$ cat src/rtl/sensor_frame_receiver.sv
// sensor_frame_receiver: receiver for the 12-bit parallel sensor port.
// Requests a frame with an active-low ARO pulse, waits for VACT to rise,
// then re-emits the frame as a pixel stream with sof/eol/eof markers,
// measured geometry and error pulses.
// Optional build macro: SENSOR_RX_BPF_CAPTURE_EN (adds the bpfv output and
// forwards black-pixel-flag cycles instead of dropping them).
module sensor_frame_receiver #(
    parameter int NCOLS   = 66,
    parameter int NROWS   = 18,
    parameter int ARO_LEN = 4,
    parameter int TIMEOUT = 4096
) (
    input  logic        MCLK,
    input  logic        MRST,
    input  logic        trig,
    input  logic        cont,
    input  logic [11:0] sens_d,
    input  logic        sens_hact,
    input  logic        sens_vact,
    input  logic        sens_bpf,
    output logic        aro,
    output logic [11:0] pxd,
    output logic        pxv,
    output logic        sof,
    output logic        eol,
    output logic        eof,
    output logic [11:0] width,
    output logic [11:0] height,
    output logic        err_geom,
    output logic        err_timeout,
    output logic        busy
`ifdef SENSOR_RX_BPF_CAPTURE_EN
    ,
    output logic        bpfv
`endif
);

    typedef enum logic [2:0] {
        ST_IDLE  = 3'd0,
        ST_TRIG  = 3'd1,
        ST_WAIT  = 3'd2,
        ST_FRAME = 3'd3,
        ST_DONE  = 3'd4
    } state_t;

    // TRIG exits on its last ARO cycle; WAIT gives up one cycle early so the
    // error lands ARO_LEN + TIMEOUT cycles after the cycle trig was high.
    localparam logic [15:0] ARO_LAST = 16'(ARO_LEN - 1);
    localparam logic [15:0] TO_LAST  = 16'(TIMEOUT - 2);
    localparam logic [11:0] NCOLS_W  = 12'(NCOLS);
    localparam logic [11:0] NROWS_W  = 12'(NROWS);

    state_t      state_r, state_next_s;
    logic [15:0] cnt_r, cnt_next_s;
    logic        timeout_s;

    logic [11:0] s1_d_r, s2_d_r;
    logic        s1_hact_r, s2_hact_r, s1_vact_r, s2_vact_r, s1_bpf_r, s2_bpf_r;

    logic [11:0] col_r, rows_r;
    logic        sof_pend_r;

    logic        in_frame_s, act_pix_s, emit_s, vact_rise_s, vact_fall_s;
    logic        line_end_s, frame_start_s;
    logic [11:0] col_inc_s, width_new_s, rows_inc_s, rows_new_s;

    // Edge detection and per-pixel qualifiers derived from the two input stages.
    always_comb begin
        in_frame_s    = (state_r == ST_FRAME);
        vact_rise_s   = s1_vact_r & ~s2_vact_r;
        vact_fall_s   = s2_vact_r & ~s1_vact_r;
        frame_start_s = (state_r == ST_WAIT) & vact_rise_s;
        act_pix_s     = in_frame_s & s2_hact_r & ~s2_bpf_r;
`ifdef SENSOR_RX_BPF_CAPTURE_EN
        emit_s        = in_frame_s & s2_hact_r;
`else
        emit_s        = act_pix_s;
`endif
        // A line also closes when VACT drops under a still-high HACT.
        line_end_s    = in_frame_s & s2_hact_r & (~s1_hact_r | vact_fall_s);
        if (col_r == 12'hFFF) begin
            col_inc_s = col_r;
        end else begin
            col_inc_s = col_r + 12'd1;
        end
        if (act_pix_s) begin
            width_new_s = col_inc_s;
        end else begin
            width_new_s = col_r;
        end
        if (rows_r == 12'hFFF) begin
            rows_inc_s = rows_r;
        end else begin
            rows_inc_s = rows_r + 12'd1;
        end
        if (line_end_s) begin
            rows_new_s = rows_inc_s;
        end else begin
            rows_new_s = rows_r;
        end
    end

    // Next-state and cycle counter for the request / wait / capture sequence.
    always_comb begin
        state_next_s = state_r;
        cnt_next_s   = 16'd0;
        timeout_s    = 1'b0;
        case (state_r)
            ST_IDLE: begin
                if (trig || cont) begin
                    state_next_s = ST_TRIG;
                end else begin
                    state_next_s = ST_IDLE;
                end
            end
            ST_TRIG: begin
                if (cnt_r == ARO_LAST) begin
                    state_next_s = ST_WAIT;
                end else begin
                    cnt_next_s = cnt_r + 16'd1;
                end
            end
            ST_WAIT: begin
                if (vact_rise_s) begin
                    state_next_s = ST_FRAME;
                end else if (cnt_r == TO_LAST) begin
                    state_next_s = ST_IDLE;
                    timeout_s    = 1'b1;
                end else begin
                    cnt_next_s = cnt_r + 16'd1;
                end
            end
            ST_FRAME: begin
                if (vact_fall_s) begin
                    state_next_s = ST_DONE;
                end else begin
                    state_next_s = ST_FRAME;
                end
            end
            ST_DONE: begin
                if (cont) begin
                    state_next_s = ST_TRIG;
                end else begin
                    state_next_s = ST_IDLE;
                end
            end
            default: begin
                state_next_s = ST_IDLE;
            end
        endcase
    end

    // State register and shared TRIG/WAIT cycle counter.
    always_ff @(posedge MCLK) begin
        if (!MRST) begin
            state_r <= ST_IDLE;
            cnt_r   <= 16'd0;
        end else begin
            state_r <= state_next_s;
            cnt_r   <= cnt_next_s;
        end
    end

    // Two-stage capture of the sensor pins.
    always_ff @(posedge MCLK) begin
        if (!MRST) begin
            s1_d_r    <= 12'd0;
            s2_d_r    <= 12'd0;
            s1_hact_r <= 1'b0;
            s2_hact_r <= 1'b0;
            s1_vact_r <= 1'b0;
            s2_vact_r <= 1'b0;
            s1_bpf_r  <= 1'b0;
            s2_bpf_r  <= 1'b0;
        end else begin
            s1_d_r    <= sens_d;
            s2_d_r    <= s1_d_r;
            s1_hact_r <= sens_hact;
            s2_hact_r <= s1_hact_r;
            s1_vact_r <= sens_vact;
            s2_vact_r <= s1_vact_r;
            s1_bpf_r  <= sens_bpf;
            s2_bpf_r  <= s1_bpf_r;
        end
    end

    // Column/row counters and the pending-sof flag for the frame in progress.
    always_ff @(posedge MCLK) begin
        if (!MRST) begin
            col_r      <= 12'd0;
            rows_r     <= 12'd0;
            sof_pend_r <= 1'b0;
        end else begin
            if (s1_hact_r && !s2_hact_r) begin
                col_r <= 12'd0;
            end else if (act_pix_s) begin
                col_r <= col_inc_s;
            end else begin
                col_r <= col_r;
            end
            if (frame_start_s) begin
                rows_r     <= 12'd0;
                sof_pend_r <= 1'b1;
            end else begin
                rows_r     <= rows_new_s;
                sof_pend_r <= sof_pend_r & ~act_pix_s;
            end
        end
    end

    // Registered pixel stream, markers, geometry and status outputs.
    always_ff @(posedge MCLK) begin
        if (!MRST) begin
            aro         <= 1'b1;
            pxd         <= 12'd0;
            pxv         <= 1'b0;
            sof         <= 1'b0;
            eol         <= 1'b0;
            eof         <= 1'b0;
            width       <= 12'd0;
            height      <= 12'd0;
            err_geom    <= 1'b0;
            err_timeout <= 1'b0;
            busy        <= 1'b0;
        end else begin
            aro         <= (state_r != ST_TRIG);
            pxd         <= s2_d_r;
            pxv         <= emit_s;
            sof         <= act_pix_s & sof_pend_r;
            eol         <= act_pix_s & line_end_s;
            eof         <= (state_r == ST_DONE);
            if (line_end_s) begin
                width <= width_new_s;
            end else begin
                width <= width;
            end
            if (in_frame_s && vact_fall_s) begin
                height <= rows_new_s;
            end else begin
                height <= height;
            end
            err_geom    <= (line_end_s & (width_new_s != NCOLS_W)) |
                           ((state_r == ST_DONE) & (height != NROWS_W));
            err_timeout <= timeout_s;
            busy        <= (state_next_s != ST_IDLE);
        end
    end

`ifdef SENSOR_RX_BPF_CAPTURE_EN
    // Marks forwarded black-pixel-flag cycles.
    always_ff @(posedge MCLK) begin
        if (!MRST) begin
            bpfv <= 1'b0;
        end else begin
            bpfv <= in_frame_s & s2_hact_r & s2_bpf_r;
        end
    end
`endif

endmodule

$ cat config.mk
export PLATFORM = sky130hd
export DESIGN_NAME = sensor_frame_receiver
export DESIGN_NICKNAME = d
export VERILOG_FILES = /design/src/rtl/sensor_frame_receiver.sv
export SDC_FILE = /design/constraint.sdc
export NUM_CORES = 1
export LEC_CHECK = 0
export ABC_AREA = 1
export CORE_ASPECT_RATIO = 1.75
export CORE_MARGIN = 2
export CORE_UTILIZATION = 32
export DETAILED_ROUTE_END_ITERATION = 12
export HOLD_SLACK_MARGIN = 0.02
export SETUP_SLACK_MARGIN = 0.05
export SLEW_MARGIN = 40
export SYNTH_ARGS = -nofsm -noshare
export SYNTH_HDL_FRONTEND = slang
export SYNTH_SLANG_ARGS = --single-unit
$ cat constraint.sdc
create_clock -name MCLK -period 4.2 [get_ports MCLK]
set_input_delay 0.84 -clock MCLK [delete_from_list [all_inputs] [get_ports MCLK]]
set_output_delay 0.84 -clock MCLK [all_outputs]
set_load 0.03 [all_outputs]
After elaboration in Yosys (flattened, before gate mapping) --
Index checks and enable logic that the tools add are counted. Widths: inputs -> output; s select.
Storage, ports and cells: word-level logic and storage cells 84, register bits 118, bits of input ports 19
Operators by class: add/sub/neg operators 3, mux-type cells 17, equal/unequal tests 11, reductions and logical operators 9, bitwise gates (word level) 20
Operator list (number):
- $mux 12 | 4
- $mux 16 | 3
- $pmux 16 s2 | 1
- $add 12x1->12 const B | 2
- $eq 12x12->1 const B | 2
- $add 16x1->16 const B | 1
- $eq 16x12->1 const B | 1
- $eq 16x2->1 const B | 1
- $pmux 3 s5 | 1
- $mux 3 | 4
- $ne 12x5->1 const B | 1
- $ne 12x7->1 const B | 1
- $and 1x1->1 | 11
- $not 1->1 | 7
- $eq 3x2->1 const B | 2
- $mux 1 | 4
- $reduce_or 2->1 | 2
- $eq 3x1->1 const B | 1
- $eq 3x3->1 const B | 1
- $logic_not 3->1 | 1
- $ne 3x1->1 const B | 1
- $reduce_bool 3->1 | 1
- $reduce_or 3->1 | 1
- $logic_and 1x1->1 | 2
- 3 further kinds | 4

Depth between registers and ports, before layout --
depth in word-level cells 7, depth in mapped cells 13, mapped depth without buffers 13

Worst setup path after synthesis --
OpenSTA, ideal clock, no wires.
kind in2reg, from input port MRST, to register cnt_r[13], cell stages on the path 6, path buffers 2, arrival time 1.693 ns, required time 4.136 ns, slack 2.443 ns, library setup time 0.064 ns, cell sequence clkbuf_1 > inv_1 > o21ai_0 > nand2_2 > buf_6 > nor2_1
RTL lines:
- start: declaration | RTL line 14 | input logic MRST,
- end signal: assignment | RTL line 160 | cnt_r <= cnt_next_s;
- end: declaration | RTL line 54 | logic [15:0] cnt_r, cnt_next_s;

Final worst setup path --
from register height[11], to output port height[11]
RTL lines:
- start: declaration | RTL line 28 | output logic [11:0] height,
- start signal: assignment | RTL line 238 | height <= rows_new_s;
- start signal: assignment | RTL line 240 | height <= height;
No word-level cell between the ends.

==> impl_metrics.tcl <==
set metrics [dict create \
    place.gp.congestion 0.811 \
    initial_core_util_pct 32.7 \
    period_share_pct 55.3 \
    io_pins 63 \
    cp_data_arrival_time_ps 1480 \
    r2r-start "col_r[0]$_SDFF_PP0_" \
    core_area_mm2 0.0148 \
    skew_ps 7.47 \
    crit_chain "clkdlybuf4s50_1" \
    grt-ovfl-total 0 \
    crit_buf_inv 1 \
    synth-seq-cells 118 \
    worstSetupStartpointType "register" \
    tightest_slew_ps 795 \
    area_delta_synth_final_pct 28.0 \
    cts_hold_buf 0 \
    worstSetupPathType "register to output pin" \
    top_usage_layer "met2" \
    num_antenna_cells 0 \
    ctsResizeCount 0 \
    fin_nets 750 \
    dr_total_vias 3940 \
    cp_data_required_time_ps 3360 \
    antenna_found_initial 0 \
    cts_tree "done" \
    synth_common_cells "152 x nand2_1, 133 x inv_1, 118 x dfxtp_1" \
    grt_max_degree 60 \
    postCtsSetupBuffers 0 \
    clock.fmax_mhz 430 \
    drive_gt1_share_pct 8.78 \
    finalHoldViolCount 0 \
    synthCells 659 \
    syn_area_mm2 0.00485 \
    max_stage_delay_ps 690 \
    synthFlopType "dfxtp_1" \
    slew_viol_final 0 \
    die_area_mm2 0.0162 \
    synth.top_cell.area_share_pct 48.7 \
    crit_fanout 3 \
    vias_per_cell 4.27 \
    drc_errors 0 \
    synth-edff-count 0 \
    first_pass_iters 4 \
    die_w_um 97.0 \
    yosysTopAreaCell "dfxtp_1" \
    grt_use_met1_pct 13.4 \
    clock_sinks 118 \
    cp_slowest_cell "clkdlybuf4s50_1" \
    postRouteAntennaNets 0 \
    synthArstFlopShare_pct 0 \
    cts_buffers 17 \
    r2r_slack_ps 2260 \
    htree_levels 4 \
    synth.most_common_cell "nand2_1" \
    dieHeight_um 167 \
    cp_top_family "buffers and inverters" \
    hp-class "register to register" \
    status "completed" \
    port_buffers 62 \
    clock_latency_ps 410 \
    setup_viol 0 \
    synth.avg_cell_area_um2 7.35 \
    synthTopCellsByArea "dfxtp_1 49%, nand2_1 12%, inv_1 10%, nor2_1 6.9%, nand3_1 3.4%" \
    grt_use_met2_pct 24.7 \
    clk_pin_slew_ps 60 \
    grt_pass1_vias 3862 \
    leakage_nw 2.81 \
    fin_ws_ps 1880 \
    cts_max_path_buffers 2 \
    finalSetupTns_ps 0 \
    ir_drop_mv 0.254 \
    rows 59 \
    drt_iter0_markers 141 \
    hpwlAfterDp_mm 7.61 \
    drt_wl_total_mm 10.3 \
    rsz0062_at_grt "false" \
    grt.total_usage_pct 13.4 \
    cap_violations 0 \
    root_buffer "clkbuf_16" \
    yosysSeqAreaShare_pct 48.7 \
    startpoint "height[11]$_SDFFE_PN0P_" \
    period_needed_ps 2320 \
    wl_per_cell_um 11.2 \
    min_from "s2_d_r[0]$_SDFF_PN0_" \
    synth_cell_types 35 \
    powerDensity_mw_per_mm2 416 \
    syn-num-nets 682 \
    relSlewSlack_pct 47.0 \
    grt_pass1_wl_mm 17.4 \
    crit_path_end_kind "output pin" \
    yosys_warnings 0 \
    dp_slack_ps 1820 \
    grt.met3_usage_pct 3.06 \
]
-- worst paths after layout --
kind	end	cells past startpoint
worst max-delay path	height[11]	1
worst max register to register	err_geom$_SDFF_PN0_	10
worst min-delay path	pxd[0]$_SDFF_PN0_	2
worst min register to register	pxd[0]$_SDFF_PN0_	2
-- cells by family after synthesis --
family                   after synthesis  synth area share [%]
AND/OR/NAND/NOR                      323                  29.4
buffers and inverters                151                  12.0
flip-flops                           118                  48.7
AO/OA/AOI/OAI                         46                  5.76
XOR/XNOR                              17                  3.07
adder cells (fa/ha/maj)                4                  1.03
-- registers in the layout, indices dropped and copies added (netlist names), 3 cells and up --
name and flops:
rows_r 12, height 12, cnt_r 16, state_r 3, s2_d_r 12, col_r 12, pxd 12, s1_d_r 12
width 12
-- stage by stage --
step | power, mW | std cells | hold slack [ps] | util (%) | instance area [µm²]
5_1_grt | 2.67 | 923 | 426 | 41.8 | 6200
2_1_floorplan | 1.22 | 659 | 390 | - | 4850
3_3_place_gp | 1.25 | 891 | 392 | 38.0 | 5640
4_1_cts | 2.61 | 923 | 406 | 41.8 | 6200
6_report | 2.58 | 923 | 408 | 41.8 | 6200
3_5_place_dp | 1.25 | 891 | 395 | 38.0 | 5640
-- layout make-up --
class | instances | area, µm²
tap | 183 | 229
sequential | 118 | 2360
multi-input combinational | 390 | 1900
timing repair buffer | 64 | 631
fill | 1521 | 8630
clock buffer | 19 | 453
clock inverter | 13 | 113
inverter | 136 | 515
-- worst register-to-register path: stages (launching register included) --
cell	delay, ps
dfxtp_1	370
ha_1	220
nand2_1	70
nor2_1	170
nand3_1	230
nand2_1	170
o21ai_1	110
nor2_1	120
nand3_1	150
o21ai_1	150
nand2_1	50
-- report_power, final --
| part | leakage, nW | internal, mW | switching [mW] |
|---|---|---|---|
| clock network | 0.275 | 0.803 | 0.550 |
| registers | 0.959 | 1.14 | 0.00810 |
| logic | 1.58 | 0.0324 | 0.0466 |
| total | 2.81 | 1.97 | 0.605 |
-- routing by layer --
| metal | vias up | routed length [µm] |
|---|---|---|
| met3 | 20 | 238 |
| met2 | 64 | 5570 |
| met1 | 1733 | 4080 |
| met5 | - | 0 |
| met4 | 0 | 415 |
| li1 | 2123 | - |
-- layout by cell type, fill, tap and decap left out, types with 3 or more instances in the layout --
cell type and n:
inv_6 5, a21oi_1 13, nor4_1 5, nand3_1 33, nor2_1 89, inv_1 133
o211ai_1 9, o21ai_0 17, nor2_2 9, ha_1 4, dfxtp_1 118, clkdlybuf4s50_1 61
nand2_1 152, clkbuf_16 17, nand2_2 3, clkinv_4 4, xor2_1 12, nor3_1 13
nand3_2 3, nand4_1 4, nor2_4 5, xnor2_1 5
No activity file was read; power rests on OpenSTA's default activity.
